<file path="config.mk">
export PLATFORM = sky130hd
export DESIGN_NAME = conv_input_interface_flat
export DESIGN_NICKNAME = d
export VERILOG_FILES = /design/src/rtl/conv_input_interface_if.sv /design/src/rtl/conv_input_interface.sv /design/src/flat_wrapper.sv
export SDC_FILE = /design/constraint.sdc
export NUM_CORES = 1
export LEC_CHECK = 0
export ABC_AREA = 1
export CORE_MARGIN = 4
export CORE_UTILIZATION = 45
export DETAILED_ROUTE_END_ITERATION = 6
export GPL_TIMING_DRIVEN = 0
export PLACE_DENSITY = 0.66
export RECOVER_POWER = 25
export SYNTH_ARGS = -nofsm -noshare
export SYNTH_HDL_FRONTEND = slang
export SYNTH_SLANG_ARGS = --single-unit
</file>
<file path="constraint.sdc">
create_clock -name clk -period 3 [get_ports clk]
set_input_delay 0.3 -clock clk [delete_from_list [all_inputs] [get_ports clk]]
set_output_delay 0.3 -clock clk [all_outputs]
set_load 0.01 [all_outputs]
</file>
<file path="src/rtl/conv_input_interface_if.sv">
// Handshake and image-RAM bus between the conv-layer controller, the image RAM and
// the input interface. The master side is the controller/RAM, the slave side the responder.
interface conv_input_interface_if #(
  parameter int DATA_W  = 16,
  parameter int ARRAY_W = 6,
  parameter int ADDR_W  = 8
) ();
  logic [1:0]                cmd;
  logic [ADDR_W-1:0]         frame_base;
  logic [1:0]                ack;
  logic                      rd_en;
  logic [ADDR_W-1:0]         rd_addr;
  logic [DATA_W-1:0]         rd_data;
  logic [ARRAY_W*DATA_W-1:0] data_out;
  logic                      data_valid;
  logic                      err;

  modport master (
    output cmd, frame_base, rd_data,
    input  ack, rd_en, rd_addr, data_out, data_valid, err
  );

  modport slave (
    input  cmd, frame_base, rd_data,
    output ack, rd_en, rd_addr, data_out, data_valid, err
  );
endinterface

</file>
<file path="src/rtl/conv_input_interface.sv">
// Responder side of the controller handshake: decodes PRELOAD/SHIFT/LOAD, fetches image
// rows into a K-row line buffer and presents one buffered row per SHIFT.
module conv_input_interface #(
  parameter int DATA_W  = 16,
  parameter int ARRAY_W = 6,
  parameter int K       = 3,
  parameter int IMG_H   = 8,
  parameter int ADDR_W  = 8
) (
  input logic                   clk,
  input logic                   rst,
  conv_input_interface_if.slave bus
);

  localparam int ROW_W = (K > 1) ? $clog2(K) : 1;
  localparam int COL_W = (ARRAY_W > 1) ? $clog2(ARRAY_W) : 1;
  localparam int NR_W  = $clog2(IMG_H + 1);
  localparam int CNT_W = $clog2(K * ARRAY_W + 1);

  typedef enum logic [1:0] {S_IDLE, S_RD, S_DRAIN, S_ACK} state_e;
  typedef enum logic [1:0] {
    OP_NONE    = 2'd0,
    OP_PRELOAD = 2'd1,
    OP_SHIFT   = 2'd2,
    OP_LOAD    = 2'd3
  } op_e;
  typedef logic [ARRAY_W-1:0][DATA_W-1:0] row_t;

  state_e            state_q, state_d;
  op_e               op_q, op_d;
  logic              bad_q, bad_d;
  logic [ADDR_W-1:0] base_q, base_d;
  logic [CNT_W-1:0]  cnt_q, cnt_d;
  logic              rd_vld_q, rd_vld_d;
  logic [ROW_W-1:0]  wr_row_q, wr_row_d;
  logic [COL_W-1:0]  wr_col_q, wr_col_d;
  logic [ROW_W-1:0]  head_q, head_d;
  logic [ROW_W-1:0]  sel_q, sel_d;
  logic [NR_W-1:0]   next_row_q, next_row_d;
  row_t              line_q [K];
  row_t              line_d [K];
  logic [1:0]        ack_q, ack_d;
  logic              rd_en_q, rd_en_d;
  logic [ADDR_W-1:0] rd_addr_q, rd_addr_d;
  row_t              data_out_q, data_out_d;
  logic              data_valid_q, data_valid_d;
  logic              err_q, err_d;

  op_e               cmd_op;
  logic [ROW_W:0]    idx_sum;
  logic [ROW_W-1:0]  shift_idx;
  logic [ADDR_W-1:0] load_addr;
  logic [CNT_W-1:0]  n_reads;

  always_comb begin
    cmd_op    = op_e'(bus.cmd);
    idx_sum   = {1'b0, head_q} + {1'b0, sel_q};
    shift_idx = (idx_sum >= (ROW_W+1)'(K)) ? ROW_W'(idx_sum - (ROW_W+1)'(K)) : ROW_W'(idx_sum);
    load_addr = base_q + ADDR_W'(next_row_q * ARRAY_W);
    n_reads   = (op_q == OP_PRELOAD) ? CNT_W'(K * ARRAY_W) : CNT_W'(ARRAY_W);
  end

  always_comb begin
    // NOTE: every _d gets a default before any branch so no path can infer a latch.
    state_d      = state_q;
    op_d         = op_q;
    bad_d        = bad_q;
    base_d       = base_q;
    cnt_d        = cnt_q;
    rd_vld_d     = rd_en_q;
    wr_row_d     = wr_row_q;
    wr_col_d     = wr_col_q;
    head_d       = head_q;
    sel_d        = sel_q;
    next_row_d   = next_row_q;
    line_d       = line_q;
    ack_d        = 2'd0;
    rd_en_d      = rd_en_q;
    rd_addr_d    = rd_addr_q;
    data_out_d   = data_out_q;
    data_valid_d = 1'b0;
    err_d        = err_q;

    // RAM data lands one cycle after its strobe; fill the line buffer row-major.
    if (rd_vld_q) begin
      line_d[wr_row_q][wr_col_q] = bus.rd_data;
      if (wr_col_q == COL_W'(ARRAY_W - 1)) begin
        wr_col_d = '0;
        wr_row_d = wr_row_q + ROW_W'(1);
      end else begin
        wr_col_d = wr_col_q + COL_W'(1);
      end
    end

    case (state_q)
      S_IDLE: begin
        op_d  = cmd_op;
        bad_d = 1'b0;
        case (cmd_op)
          OP_NONE: ;
          OP_PRELOAD: begin
            base_d    = bus.frame_base;
            rd_en_d   = 1'b1;
            rd_addr_d = bus.frame_base;
            cnt_d     = CNT_W'(1);
            wr_row_d  = '0;
            wr_col_d  = '0;
            state_d   = S_RD;
          end
          OP_SHIFT: begin
            data_out_d   = line_q[shift_idx];
            data_valid_d = 1'b1;
            ack_d        = OP_SHIFT;
            sel_d        = (sel_q == ROW_W'(K - 1)) ? '0 : sel_q + ROW_W'(1);
            state_d      = S_ACK;
          end
          OP_LOAD: begin
            if (next_row_q == NR_W'(IMG_H)) begin
              // Frame exhausted: still answer so the controller cannot deadlock.
              bad_d   = 1'b1;
              err_d   = 1'b1;
              state_d = S_DRAIN;
            end else begin
              rd_en_d   = 1'b1;
              rd_addr_d = load_addr;
              cnt_d     = CNT_W'(1);
              wr_row_d  = head_q;
              wr_col_d  = '0;
              state_d   = S_RD;
            end
          end
        endcase
      end
      S_RD: begin
        if (cnt_q == n_reads) begin
          rd_en_d = 1'b0;
          state_d = S_DRAIN;
        end else begin
          rd_addr_d = rd_addr_q + ADDR_W'(1);
          cnt_d     = cnt_q + CNT_W'(1);
        end
      end
      S_DRAIN: begin
        ack_d   = op_q;
        state_d = S_ACK;
        if (op_q == OP_PRELOAD) begin
          head_d     = '0;
          sel_d      = '0;
          next_row_d = NR_W'(K);
        end else if (!bad_q) begin
          head_d     = (head_q == ROW_W'(K - 1)) ? '0 : head_q + ROW_W'(1);
          next_row_d = next_row_q + NR_W'(1);
          sel_d      = '0;
        end
      end
      S_ACK: state_d = S_IDLE;
    endcase

    if (state_q != S_IDLE && cmd_op != OP_NONE) err_d = 1'b1;
  end

  // NOTE: sequential state is updated with non-blocking assignments only.
  always_ff @(posedge clk) begin
    if (rst) begin
      state_q      <= S_IDLE;
      op_q         <= OP_NONE;
      bad_q        <= 1'b0;
      base_q       <= '0;
      cnt_q        <= '0;
      rd_vld_q     <= 1'b0;
      wr_row_q     <= '0;
      wr_col_q     <= '0;
      head_q       <= '0;
      sel_q        <= '0;
      next_row_q   <= '0;
      // NOTE: the line buffer is reset because a SHIFT straight after reset exposes it.
      line_q       <= '{default: '0};
      ack_q        <= 2'd0;
      rd_en_q      <= 1'b0;
      rd_addr_q    <= '0;
      data_out_q   <= '0;
      data_valid_q <= 1'b0;
      err_q        <= 1'b0;
    end else begin
      state_q      <= state_d;
      op_q         <= op_d;
      bad_q        <= bad_d;
      base_q       <= base_d;
      cnt_q        <= cnt_d;
      rd_vld_q     <= rd_vld_d;
      wr_row_q     <= wr_row_d;
      wr_col_q     <= wr_col_d;
      head_q       <= head_d;
      sel_q        <= sel_d;
      next_row_q   <= next_row_d;
      line_q       <= line_d;
      ack_q        <= ack_d;
      rd_en_q      <= rd_en_d;
      rd_addr_q    <= rd_addr_d;
      data_out_q   <= data_out_d;
      data_valid_q <= data_valid_d;
      err_q        <= err_d;
    end
  end

  assign bus.ack        = ack_q;
  assign bus.rd_en      = rd_en_q;
  assign bus.rd_addr    = rd_addr_q;
  assign bus.data_out   = data_out_q;
  assign bus.data_valid = data_valid_q;
  assign bus.err        = err_q;

endmodule
</file>
<file path="src/flat_wrapper.sv">
// flat-port wrapper written by rule: the top's interface ports become plain ports
module conv_input_interface_flat 
#(
  parameter int DATA_W  = 16,
  parameter int ARRAY_W = 6,
  parameter int K       = 3,
  parameter int IMG_H   = 8,
  parameter int ADDR_W  = 8
)
  (clk, rst, bus_cmd, bus_frame_base, bus_rd_data, bus_ack, bus_rd_en, bus_rd_addr, bus_data_out, bus_data_valid, bus_err);
  conv_input_interface_if #(.DATA_W(DATA_W), .ARRAY_W(ARRAY_W), .ADDR_W(ADDR_W)) bus_i ();
  input logic clk;
  input logic rst;
  input wire logic [$bits(bus_i.cmd)-1:0] bus_cmd;
  input wire logic [$bits(bus_i.frame_base)-1:0] bus_frame_base;
  input wire logic [$bits(bus_i.rd_data)-1:0] bus_rd_data;
  output wire logic [$bits(bus_i.ack)-1:0] bus_ack;
  output wire logic [$bits(bus_i.rd_en)-1:0] bus_rd_en;
  output wire logic [$bits(bus_i.rd_addr)-1:0] bus_rd_addr;
  output wire logic [$bits(bus_i.data_out)-1:0] bus_data_out;
  output wire logic [$bits(bus_i.data_valid)-1:0] bus_data_valid;
  output wire logic [$bits(bus_i.err)-1:0] bus_err;
  assign bus_i.cmd = bus_cmd;
  assign bus_i.frame_base = bus_frame_base;
  assign bus_i.rd_data = bus_rd_data;
  assign bus_ack = bus_i.ack;
  assign bus_rd_en = bus_i.rd_en;
  assign bus_rd_addr = bus_i.rd_addr;
  assign bus_data_out = bus_i.data_out;
  assign bus_data_valid = bus_i.data_valid;
  assign bus_err = bus_i.err;
  conv_input_interface #(.DATA_W(DATA_W), .ARRAY_W(ARRAY_W), .K(K), .IMG_H(IMG_H), .ADDR_W(ADDR_W)) u_core (.clk(clk), .rst(rst), .bus(bus_i));
endmodule
</file>
# Word level (Yosys, flattened, before mapping)
# Index checks and enable logic that the tools add are counted.
[classes]
add_sub_neg = 10
n_mul = 1
n_lt_le_gt_ge = 6
eq_ne = 20
n_mux = 55
bitwise = 3
reduce_logical = 20
[op_table]
columns = ["op", "n"]
rows = [
  ["bitwise mux 288 bit", 1],
  ["2-to-1 mux 96 bit", 3],
  ["binary-select mux 96 bit (select 2 bit)", 1],
  ["demux 96 bit (select 2 bit)", 1],
  ["demux 16 bit (select 3 bit)", 1],
  ["one-hot mux 8 bit (2 select lines)", 2],
  ["2-to-1 mux 2 bit", 15],
  ["one-hot mux 5 bit (2 select lines)", 2],
  ["2-to-1 mux 16 bit", 1],
  ["2-to-1 mux 8 bit", 2],
  ["2-to-1 mux 5 bit", 3],
  ["nonzero test 2 bit", 7],
  ["equality test 2 bit (second input constant)", 6],
  ["2-to-1 mux 3 bit", 4],
  ["one-hot mux 2 bit (2 select lines)", 3],
  ["2-to-1 mux 1 bit", 9],
  ["!= test 3 bit (second input constant)", 3],
  ["adder 8 x 1 -> 8 bit (second input constant)", 1],
  ["adder 8 x 7 -> 8 bit", 1],
  ["2-to-1 mux 4 bit", 2],
  ["one-hot mux 2 bit (4 select lines)", 1],
  ["AND reduction 2 bit", 4],
  ["AND reduction 4 bit", 2],
  ["adder 2 x 1 -> 2 bit (second input constant)", 3],
  ["27 further kinds", 37],
]
[word_totals]
regBits = 429
elab_cells = 155

# Logic depth before layout (Yosys ltp)
[logic_depth]
depth_word = 7
ltp_mapped = 15
mapped_depth_nobuf = 14

# Worst setup path before layout
# OpenSTA, ideal clock, no wires.
[synth_path]
path_kind = "register to register"
startpoint = "reg u_core.sel_q[0]"
endpoint = "reg u_core.data_out_q, in the netlist u_core.bus.data_out[0]"
arrival_ns = 2.208
t_required_ns = 2.883
path_slack_ns = 0.675
path_stages_with_launch = 14
n_path_buf = 2
period_less_slack_ns = 2.325
path_cell_list = "dfxtp_1 > ha_1 > inv_1 > fa_1 > inv_1 > ha_1 > clkinv_1 > nand3b_1 > a21oi_2 > inv_2 > clkbuf_1 > buf_2 > a21oi_1 > nor2_1"
[synth_via]
elab_chain_cells = 7
elab_cells_between_ends = 8
[synth_rtl]
columns = ["element", "line", "source"]
rows = [
  ["from (decl)", "conv_input_interface.sv:38", "logic [ROW_W-1:0] sel_q, sel_d;"],
  ["from (signal assigned)", "conv_input_interface.sv:194", "sel_q <= sel_d;"],
  ["adder 2 x 2 -> 3 bit (*)", "conv_input_interface.sv:57", "idx_sum = {1'b0, head_q} + {1'b0, sel_q};"],
  ["greater-or-equal comparator 3 x 2 -> 1 bit / subtractor 2 bit (equally long branches)", "conv_input_interface.sv:58", "shift_idx = (idx_sum >= (ROW_W+1)'(K)) ? ROW_W'(idx_sum - (ROW_W+1)'(K)) : ROW_W'(idx_sum);"],
  ["2-to-1 mux 2 bit (*)", "conv_input_interface.sv:58", ""],
  ["NOT 2 -> 3 bit (not written as such) (*)", "conv_input_interface.sv:111", "data_out_d = line_q[shift_idx];"],
  ["binary-select mux 96 bit (select 2 bit) (*)", "conv_input_interface.sv:111", ""],
  ["2-to-1 mux 96 bit (not written as such) (*) (2 in series)", "conv_input_interface.sv:111", ""],
  ["to (signal assigned)", "conv_input_interface.sv:200", "data_out_q <= data_out_d;"],
  ["to (decl)", "conv_input_interface.sv:45", "row_t data_out_q, data_out_d;"],
]
# Every way passes the cells marked *; elsewhere a longest branch is shown, timed or not. The select of a mux whose other input is x is not followed.
# A chain may end at the register's enable or synchronous reset.

# Worst setup path after layout
[layout_path]
startpoint = "reg u_core.head_q[0]"
endpoint = "reg u_core.data_out_q, in the netlist u_core.bus.data_out[63]"
[layout_via]
elab_chain_cells = 7
elab_cells_between_ends = 8
[layout_rtl]
columns = ["element", "line", "source"]
rows = [
  ["from (decl)", "conv_input_interface.sv:37", "logic [ROW_W-1:0] head_q, head_d;"],
  ["from (signal assigned)", "conv_input_interface.sv:173", "head_q <= '0;"],
  ["from (signal assigned)", "conv_input_interface.sv:193", "head_q <= head_d;"],
  ["adder 2 x 2 -> 3 bit (*)", "conv_input_interface.sv:57", ""],
  ["greater-or-equal comparator 3 x 2 -> 1 bit / subtractor 2 bit (equally long branches)", "conv_input_interface.sv:58", ""],
  ["2-to-1 mux 2 bit (*)", "conv_input_interface.sv:58", ""],
  ["NOT 2 -> 3 bit (not written as such) (*)", "conv_input_interface.sv:111", ""],
  ["binary-select mux 96 bit (select 2 bit) (*)", "conv_input_interface.sv:111", ""],
  ["2-to-1 mux 96 bit (not written as such) (*) (2 in series)", "conv_input_interface.sv:111", ""],
]
# Marked as above.

==> reports/results.ini <==
[grt]
grt_pass1_wl_um = 98500
grt_pass1_vias = 17200
grt_max_degree = 16
grt_overflow_total = 0
antenna_found_initial = 1
grt_usage = 0.281

[floorplan]
die_x_um = 210
io_pins = 137
rows = 73
fp.coreArea_um2 = 40100
fp.dieH_um = 210
die_area_um2 = 44300
initial_core_util = 0.460

[routing]
drtAntennaViolNets = 0
vias_per_cell = 5.57
via_count = 18500
wire_per_inst_um = 19.3
drc = 0
first_pass_iters = 6
wl_um = 64200
detail_route.iter0.violations = 2059

[clock_network]
clkSlewWorstSetupHoldPaths_ns = 0.06
root_buffer = clkbuf_16
cts_hold_buf = 0
cts_max_level = 2
cts_tree = done
clock_latency_ns = 0.58
clockBufferDepth = 3
clkSinkCount = 429
cts_made_buffers = 46

[timing]
timing.final.ws_setup_ns = 0.139
worstMarginPinSlew_ns = 1.22
setup_viol = 0
finClkSkew_ns = 0.0238
tns_ns = 0
slew_violations = 0
min_period_over_period = 0.954
slew_headroom = 0.185
rsz0062_at_grt = true
min_period_ns = 2.86
clock.fmax_mhz = 350
hold_violations = 0

[placed_design]
dp_slack_ns = -0.571
dp_hpwl_um = 45000
portBuffers = 120
gp_congestion = 0.907

[power]
irDropWorstVdd_mv = 0.487
power_density_nw_per_um2 = 870
power_leakage_nw = 8.13

[layout]
final_common_cell = nand2_1
nets = 2825
drive_above_1_share = 0.0540
area_delta_synth_final_pct = 18.4
mostFrequentLayoutCells = 508 x nand2_1, 429 x dfxtp_1, 350 x a21oi_1

[synth]
synth_nets = 2656
synth-edff-count = 0
synthArstFlopShare = 0
yosysUniqueCellTypes = 32
ys_seq_elements = 429
syn_area_um2 = 18500
yosysWarningCount = 0
syn_inst = 2597
synthFlopType = dfxtp_1
synth.avg_cell_area_um2 = 7.10
synth-seq-area-share = 0.465

[worst_setup_path]
crit_required_ns = 3.46
arrival_ns = 3.32
reg2reg_from = u_core.head_q[0]
ff2ff_setup_slack_ns = 0.14
cp-start-kind = register
path_max_fanout = 10
reg2regPathDepth = 13
crit_type = reg -> reg
r2r-end = u_core.bus.data_out[63]
end_kind = register

[min_path]
hold_path_startpoint = bus_rd_data[15]
holdPathEnd = u_core.line_q[271]
hold_class = in -> reg
hold_depth = 3

[run_status]
status = finished clean

[job]
maxCapViolCount = 0

## logic make-up (layout without fill, tap and decap cells)
family          Yosys count  in the layout  synth area share
flops                   429            429             0.465
compound gates          688            688             0.188
buf+inv                 348            548            0.0747
simple gates           1093           1093             0.246
xor+xnor                  8              8           0.00380
fa+ha+maj                31             31            0.0222
other cells               0              3                 0
## flip-flops by register name, summed over array words and instances, names as in the netlist
| name | count |
|---|---|
| u_core.bad_q | 1 |
| u_core.base_q | 8 |
| u_core.bus.ack | 2 |
| u_core.bus.data_out | 96 |
| u_core.bus.data_valid | 1 |
| u_core.bus.err | 1 |
| u_core.bus.rd_addr | 8 |
| u_core.bus.rd_en | 1 |
| u_core.cnt_q | 5 |
| u_core.head_q | 2 |
| u_core.line_q | 288 |
| u_core.next_row_q | 4 |
| u_core.op_q | 2 |
| u_core.rd_vld_q | 1 |
| u_core.sel_q | 2 |
| u_core.state_q | 2 |
| u_core.wr_col_q | 3 |
| u_core.wr_row_q | 2 |
## through the flow
step           instance area (µm²)  hold slack, ns  power, mW  std cells  utilization
3_3_place_gp                 20300           0.433       13.1       3242        0.507
2_1_floorplan                18500           0.380       10.6       2597            -
6_report                     21900           0.293       19.0       3325        0.545
3_5_place_dp                 20300           0.439       13.2       3242        0.507
4_1_cts                      21800           0.237       18.9       3320        0.544
5_1_grt                      21800           0.288       20.0       3322        0.545
## critical path: stages, from the launching register on
cell and delay [ns]:
dfxtp_1 0.37, ha_1 0.16, inv_1 0.05, fa_1 0.48
inv_1 0.06, ha_1 0.18, clkinv_1 0.05, nand3b_1 0.16
nand2_2 0.23, buf_2 0.29, clkbuf_4 0.28, o21ai_0 0.11
a21oi_1 0.28, nor2_1 0.08
## power breakdown
group,internal (mW),leakage [nW],switching [mW],total (mW)
Combinational,1.91,3.92,5.03,6.94
Clock,3.34,0.732,2.31,5.66
Sequential,6.13,3.47,0.287,6.41
Total,11.4,8.13,7.64,19.0
## worst max-delay path by stage
| stage | from | slack (ns) | to | depth (start not counted) |
|---|---|---|---|---|
| final | u_core.head_q[0] | 0.14 | u_core.bus.data_out[63] | 13 |
| after floorplan | u_core.sel_q[0] | 0.67 | u_core.bus.data_out[0] | 13 |
| after CTS | u_core.sel_q[0] | 0.02 | u_core.bus.data_out[15] | 13 |
| after global routing | u_core.head_q[0] | -0.006 | u_core.bus.data_out[92] | 15 |
| after detailed placement | bus_cmd[0] | -0.57 | u_core.bus.data_out[15] | 10 |
| after global placement | bus_cmd[0] | -0.60 | u_core.bus.data_out[15] | 10 |
## cells in the mapped netlist, drive strengths merged, types with 3 or more instances
library cell / n / area share
a21oi: 353 / 0.096
a31oi: 4 / 0.0014
buf: 62 / 0.016
clkbuf: 157 / 0.032
clkinv: 3 / 0.00061
dfxtp: 429 / 0.47
fa: 3 / 0.0033
ha: 28 / 0.019
inv: 126 / 0.026
nand2: 511 / 0.10
nand3: 284 / 0.077
nand3b: 3 / 0.0012
nand4: 5 / 0.0017
nor2: 283 / 0.059
nor3: 4 / 0.0020
o211ai: 3 / 0.0012
o21ai: 324 / 0.088
or2: 3 / 0.0010
xor2: 6 / 0.0028
## layer usage
metal	up-vias	routed length, µm	track usage
met1	8593	27300	0.388
met2	833	27500	0.424
met5	-	19	0
li1	8896	-	-
met3	180	6070	0.0582
met4	2	3240	0.131
## timing repair
action,in CTS,in global routing
resized for setup,9,16
pin swaps,1,2
setup endpoints to repair,95,96
buffers inserted,0,2
## cell type report
| class | count | area [µm²] |
|---|---|---|
| fill | 3902 | 18200 |
| sequential | 429 | 8590 |
| multi-input combinational | 1820 | 8500 |
| clock buffer | 68 | 1350 |
| timing repair buffer | 122 | 1230 |
| buffer | 218 | 911 |
| tap | 525 | 657 |
| inverter | 129 | 484 |
| clock inverter | 11 | 134 |
| antenna | 3 | 7.51 |
Note: power is estimated with default switching activity, not from simulation.
==> variant 1: new RTL, config.mk and constraints unchanged <==
`ARRAY_W` is set to 6 in 3 places; all go to 5.
--- a/src/rtl/conv_input_interface_if.sv
+++ b/src/rtl/conv_input_interface_if.sv
@@ -2,7 +2,7 @@
 // the input interface. The master side is the controller/RAM, the slave side the responder.
 interface conv_input_interface_if #(
   parameter int DATA_W  = 16,
-  parameter int ARRAY_W = 6,
+  parameter int ARRAY_W = 5,
   parameter int ADDR_W  = 8
 ) ();
   logic [1:0]                cmd;
--- a/src/rtl/conv_input_interface.sv
+++ b/src/rtl/conv_input_interface.sv
@@ -2,7 +2,7 @@
 // rows into a K-row line buffer and presents one buffered row per SHIFT.
 module conv_input_interface #(
   parameter int DATA_W  = 16,
-  parameter int ARRAY_W = 6,
+  parameter int ARRAY_W = 5,
   parameter int K       = 3,
   parameter int IMG_H   = 8,
   parameter int ADDR_W  = 8
--- a/src/flat_wrapper.sv
+++ b/src/flat_wrapper.sv
@@ -2,7 +2,7 @@
 module conv_input_interface_flat 
 #(
   parameter int DATA_W  = 16,
-  parameter int ARRAY_W = 6,
+  parameter int ARRAY_W = 5,
   parameter int K       = 3,
   parameter int IMG_H   = 8,
   parameter int ADDR_W  = 8
Interface: changed (resized bus_data_out); port bits go from 137 to 121. The function was not compared with the original's and may differ.
==> variant 1 against the original RTL <==
  * Cell area down 12%
  * Combinational power is 34% lower
  * Largest cell class is now multi-input combinational cells
  * Total power is 20% lower
  * Synthesized cell count decreased by 13%
  * Sequential cell count decreased by 65
  * Critical path depth rose by 2
  * Synthesized area is 14% lower
  * Count of clock-buffer cells in the layout down 11
  * Routed wire length fell by 17%
  * Non-clock buffer count fell by 46
  * First-iteration DRC count shrank 28%
  * Via count decreased by 13%
  * Setup slack lost 55 ps
==> variant 1: results (changes against the original RTL) <==
Clocking
  • CTS buffer count: 40 (-13%)
  • Clk Latency, worst-skew pair: 540 ps (-40 ps)

Drt
  • Post-Route WL: 53000 µm (-17%)
  • DR iter-0 viols: 1473 (-28%)

Synthesis
  • Area contributors post-synth: dfxtp_1 (46%), nor2_1 (12%), nand3_1 (8.8%)
  • XOR/XNOR Fraction of Synth Area: 0.440% (+0.061 points)
  • Synth Area in Adders: 2.86% (+0.64 points)
  • Synthesized Nets: 2326 (-12%)
  • Post-synthesis compound-gate area fraction: 15.1% (-3.7 points)
  • Post-synthesis sequential area ratio: 45.8% (-0.73 points)
  • Unique cell type count in the Yosys netlist: 29 (-9.4%)
  • Commonest cells post-synth: nor2_1 (496), dfxtp_1 (364), nand2_1 (350)

Power
  • Max VDD drop: 0.404 mV (-17%)
  • Leak: 7.34 nW (-9.7%)

Placed design
  • Final HPWL DP: 37200 µm (-17%)
  • Routability cong.: 0.924 (+1.9%)
  • DP Area: 17700 µm² (-13%)
  • IO buf count: 119 (-0.83%)
  • Placed cell count: 2838 (-12%)

GRT
  • Tot GR Track Use: 26.8% (-1.3 points)
  • First-pass GRT wire length: 82700 µm (-16%)

Layout
  • Fraction of layout cells with a size suffix above 1: 6.39% (+0.99 points)
  • Final Net Count: 2489 (-12%)
  • Final-layout fill cell count: 3392 (-13%)

STA
  • Worst-Margin Slew: 1050 ps (-176 ps)

Worst setup path
  • Worst EP arrival: 3330 ps (about the same)

Status
  • Status: completed
==> variant 1: cell count changes in the layout (fill, tap and decap cells not counted), sizes merged, moves of 5 or more <==
| cell | before | now |
|---|---|---|
| a21oi | 353 | 209 |
| clkbuf | 229 | 174 |
| clkdlybuf4s50 | 17 | 31 |
| dfxtp | 429 | 364 |
| dlygate4sd3 | 103 | 88 |
| inv | 127 | 62 |
| nand2 | 511 | 352 |
| nand3 | 284 | 279 |
| nor2 | 283 | 496 |
| nor3 | 4 | 9 |
| o21ai | 324 | 253 |
==> variant 1: report_power, final <==
group          switching [mW]  total, mW  internal [mW]
registers               0.234       5.42           5.19
clock network            2.03       5.13           3.10
logic                    3.21       4.58           1.38
total                    5.47       15.1           9.67
==> variant 1: worst paths after layout <==
| kind | from | to | slack [ps] | cells after the start |
|---|---|---|---|---|
| max | u_core.head_q[0] | u_core.bus.data_out[63] | 80 | 15 |
| max reg2reg | u_core.head_q[0] | u_core.bus.data_out[63] | 80 | 15 |
| min | rst | u_core.wr_col_q[0] | 370 | 4 |
| min reg2reg | u_core.line_q[167] | u_core.line_q[167] | 460 | 2 |
==> variant 1: layout make-up <==
type	count	area (µm²)	area share [%]
clock inverter	15	191	1.00
clock buffer	57	1190	6.20
tap	455	569	2.97
timing repair buffer	121	1210	6.32
multi-input combinational	1660	7680	40.1
antenna	1	2.50	0.0131
sequential	364	7290	38.1
inverter	67	251	1.31
buffer	173	769	4.02
==> variant 1: timing repair <==
item | in CTS | in global routing
gates resized for setup | 7 | 38
buffers inserted | 2 | 0
pin swaps | 2 | 1
hold buffers | 0 | 0
endpoints found under the setup margin | 80 | 80
==> variant 1: routing by layer <==
metal	wire, µm	track usage, %
met5	9	0
met4	1960	10.1
met3	4410	4.14
met2	23300	41.5
met1	23400	37.7
==> variant 2: new RTL, same settings <==
Without the edit above. Reset style: asynchronous (`rst`), changed in one clocked block.
--- a/src/rtl/conv_input_interface.sv
+++ b/src/rtl/conv_input_interface.sv
@@ -160,7 +160,7 @@
   end
 
   // NOTE: sequential state is updated with non-blocking assignments only.
-  always_ff @(posedge clk) begin
+  always_ff @(posedge clk or posedge rst) begin
     if (rst) begin
       state_q      <= S_IDLE;
       op_q         <= OP_NONE;
Function: differs if rst is asserted again (counterexample within 4 cycles, from zero or initial values and one cycle with rst high); with rst held inactive, the same outputs for 4 cycles.
==> variant 2 against the original RTL <==
  * Clock skew down 0.70 ps
  * Largest cell class unchanged
  * Global-route usage is 2.0 points lower
  * Synthesized area is 5.5% higher
  * Cell area is 7.6% higher
  * Setup slack got worse by 66 ps
  * Sequential cell count did not move
  * Synthesized cell count decreased by 12%
  * Worst hold slack gained 8.5 ps
  * First-iteration DRC count down 12%
  * Routed wire length down 4.1%
  * Via count down 7.2%
Power is not shown: default switching activity piles up to over one toggle a cycle in this logic, so the estimate is an artifact.
==> variant 2: results (changes against the original RTL) <==
Status
  • Status: completed

Worst setup path
  • FF-to-FF path depth: 14 (+1)
  • Worst setup startpoint: u_core.sel_q[0]
  • Worst EP arrival: 3440 ps (+120 ps)

Min path
  • Worst Hold Launch: bus_frame_base[2]

GRT
  • Pin count of the biggest net entering global routing: 44 (+28)
  • First-pass GRT wire length: 95800 µm (-2.7%)
  • Global routing usage on met3: 4.44% (-1.4 points)
  • Met1 Use GR: 35.9% (-2.9 points)
  • Met2 GRT Util: 42.6% (+0.16 points)

STA
  • Final setup skew: 23.1 ps (-0.695 ps)
  • Relative max-transition margin: 14.3% (-4.2 points)
  • Worst hold margin: 302 ps (+8.46 ps)

Drt
  • DR iter-0 viols: 1812 (-12%)
  • Routed len/inst: 19.8 µm (+2.6%)

Synthesis
  • Asr flop ratio synth: 100% (+100 points)
  • Synthesized Nets: 2357 (-11%)
  • Area contributors post-synth: dfrtp_1 (55%), nand2_1 (15%), o21ai_0 (9.5%)
  • Syn Inst Count: 2298 (-12%)
  • Post-synthesis compound-gate area fraction: 14.3% (-4.5 points)
  • Unique cell type count in the Yosys netlist: 33 (+3.1%)
  • Synth Area in Adders: 2.11% (-0.12 points)
  • Post-synthesis sequential area ratio: 55.1% (+8.6 points)
  • XOR/XNOR Fraction of Synth Area: 0.450% (+0.070 points)
  • Mux cell area share after synthesis: 0.0514% (+0.051 points)
  • Top_reg_cell synth: dfrtp_1

Placed design
  • Routability cong.: 0.876 (-3.4%)
  • DP Area: 21800 µm² (+7.2%)
  • Final HPWL DP: 42200 µm (-6.3%)

Layout
  • Post-Layout Cell Count: 3108 (-6.5%)
  • Final Net Count: 2554 (-9.6%)
==> variant 2: changes by cell type in the layout (fill, tap and decap cells not counted), sizes merged, moves of 102 or more <==
cell	change
dfrtp	+429
clkdlybuf4s50	+118
nand2	+266
dlygate4sd3	-102
a21oi	-237
nor2	-258
nand3	-162
dfxtp	-429
==> variant 2: area by class of cell <==
class                   instances  area [µm²]
diodes                          1        2.50
plain buffers                 172         843
clock buffers                  66        1360
clock inverters                17         234
fillers                      3897       18800
inverters                      73         280
multi-input cells            1624        7770
flip-flops and latches        429       10700
well taps                     577         722
repair buffers                149        1560
==> variant 2: metal layers <==
layer / routed length [µm] / up-vias
met5: 0 / -
met1: 25900 / 8411
met4: 1950 / 0
met3: 4700 / 107
li1: - / 7970
met2: 29000 / 690
==> variant 2: what timing repair did <==
action / CTS / global route
pin swaps: 1 / 5
setup endpoints to repair: 78 / 94
gates resized for setup: 18 / 84
setup buffers: 0 / 2
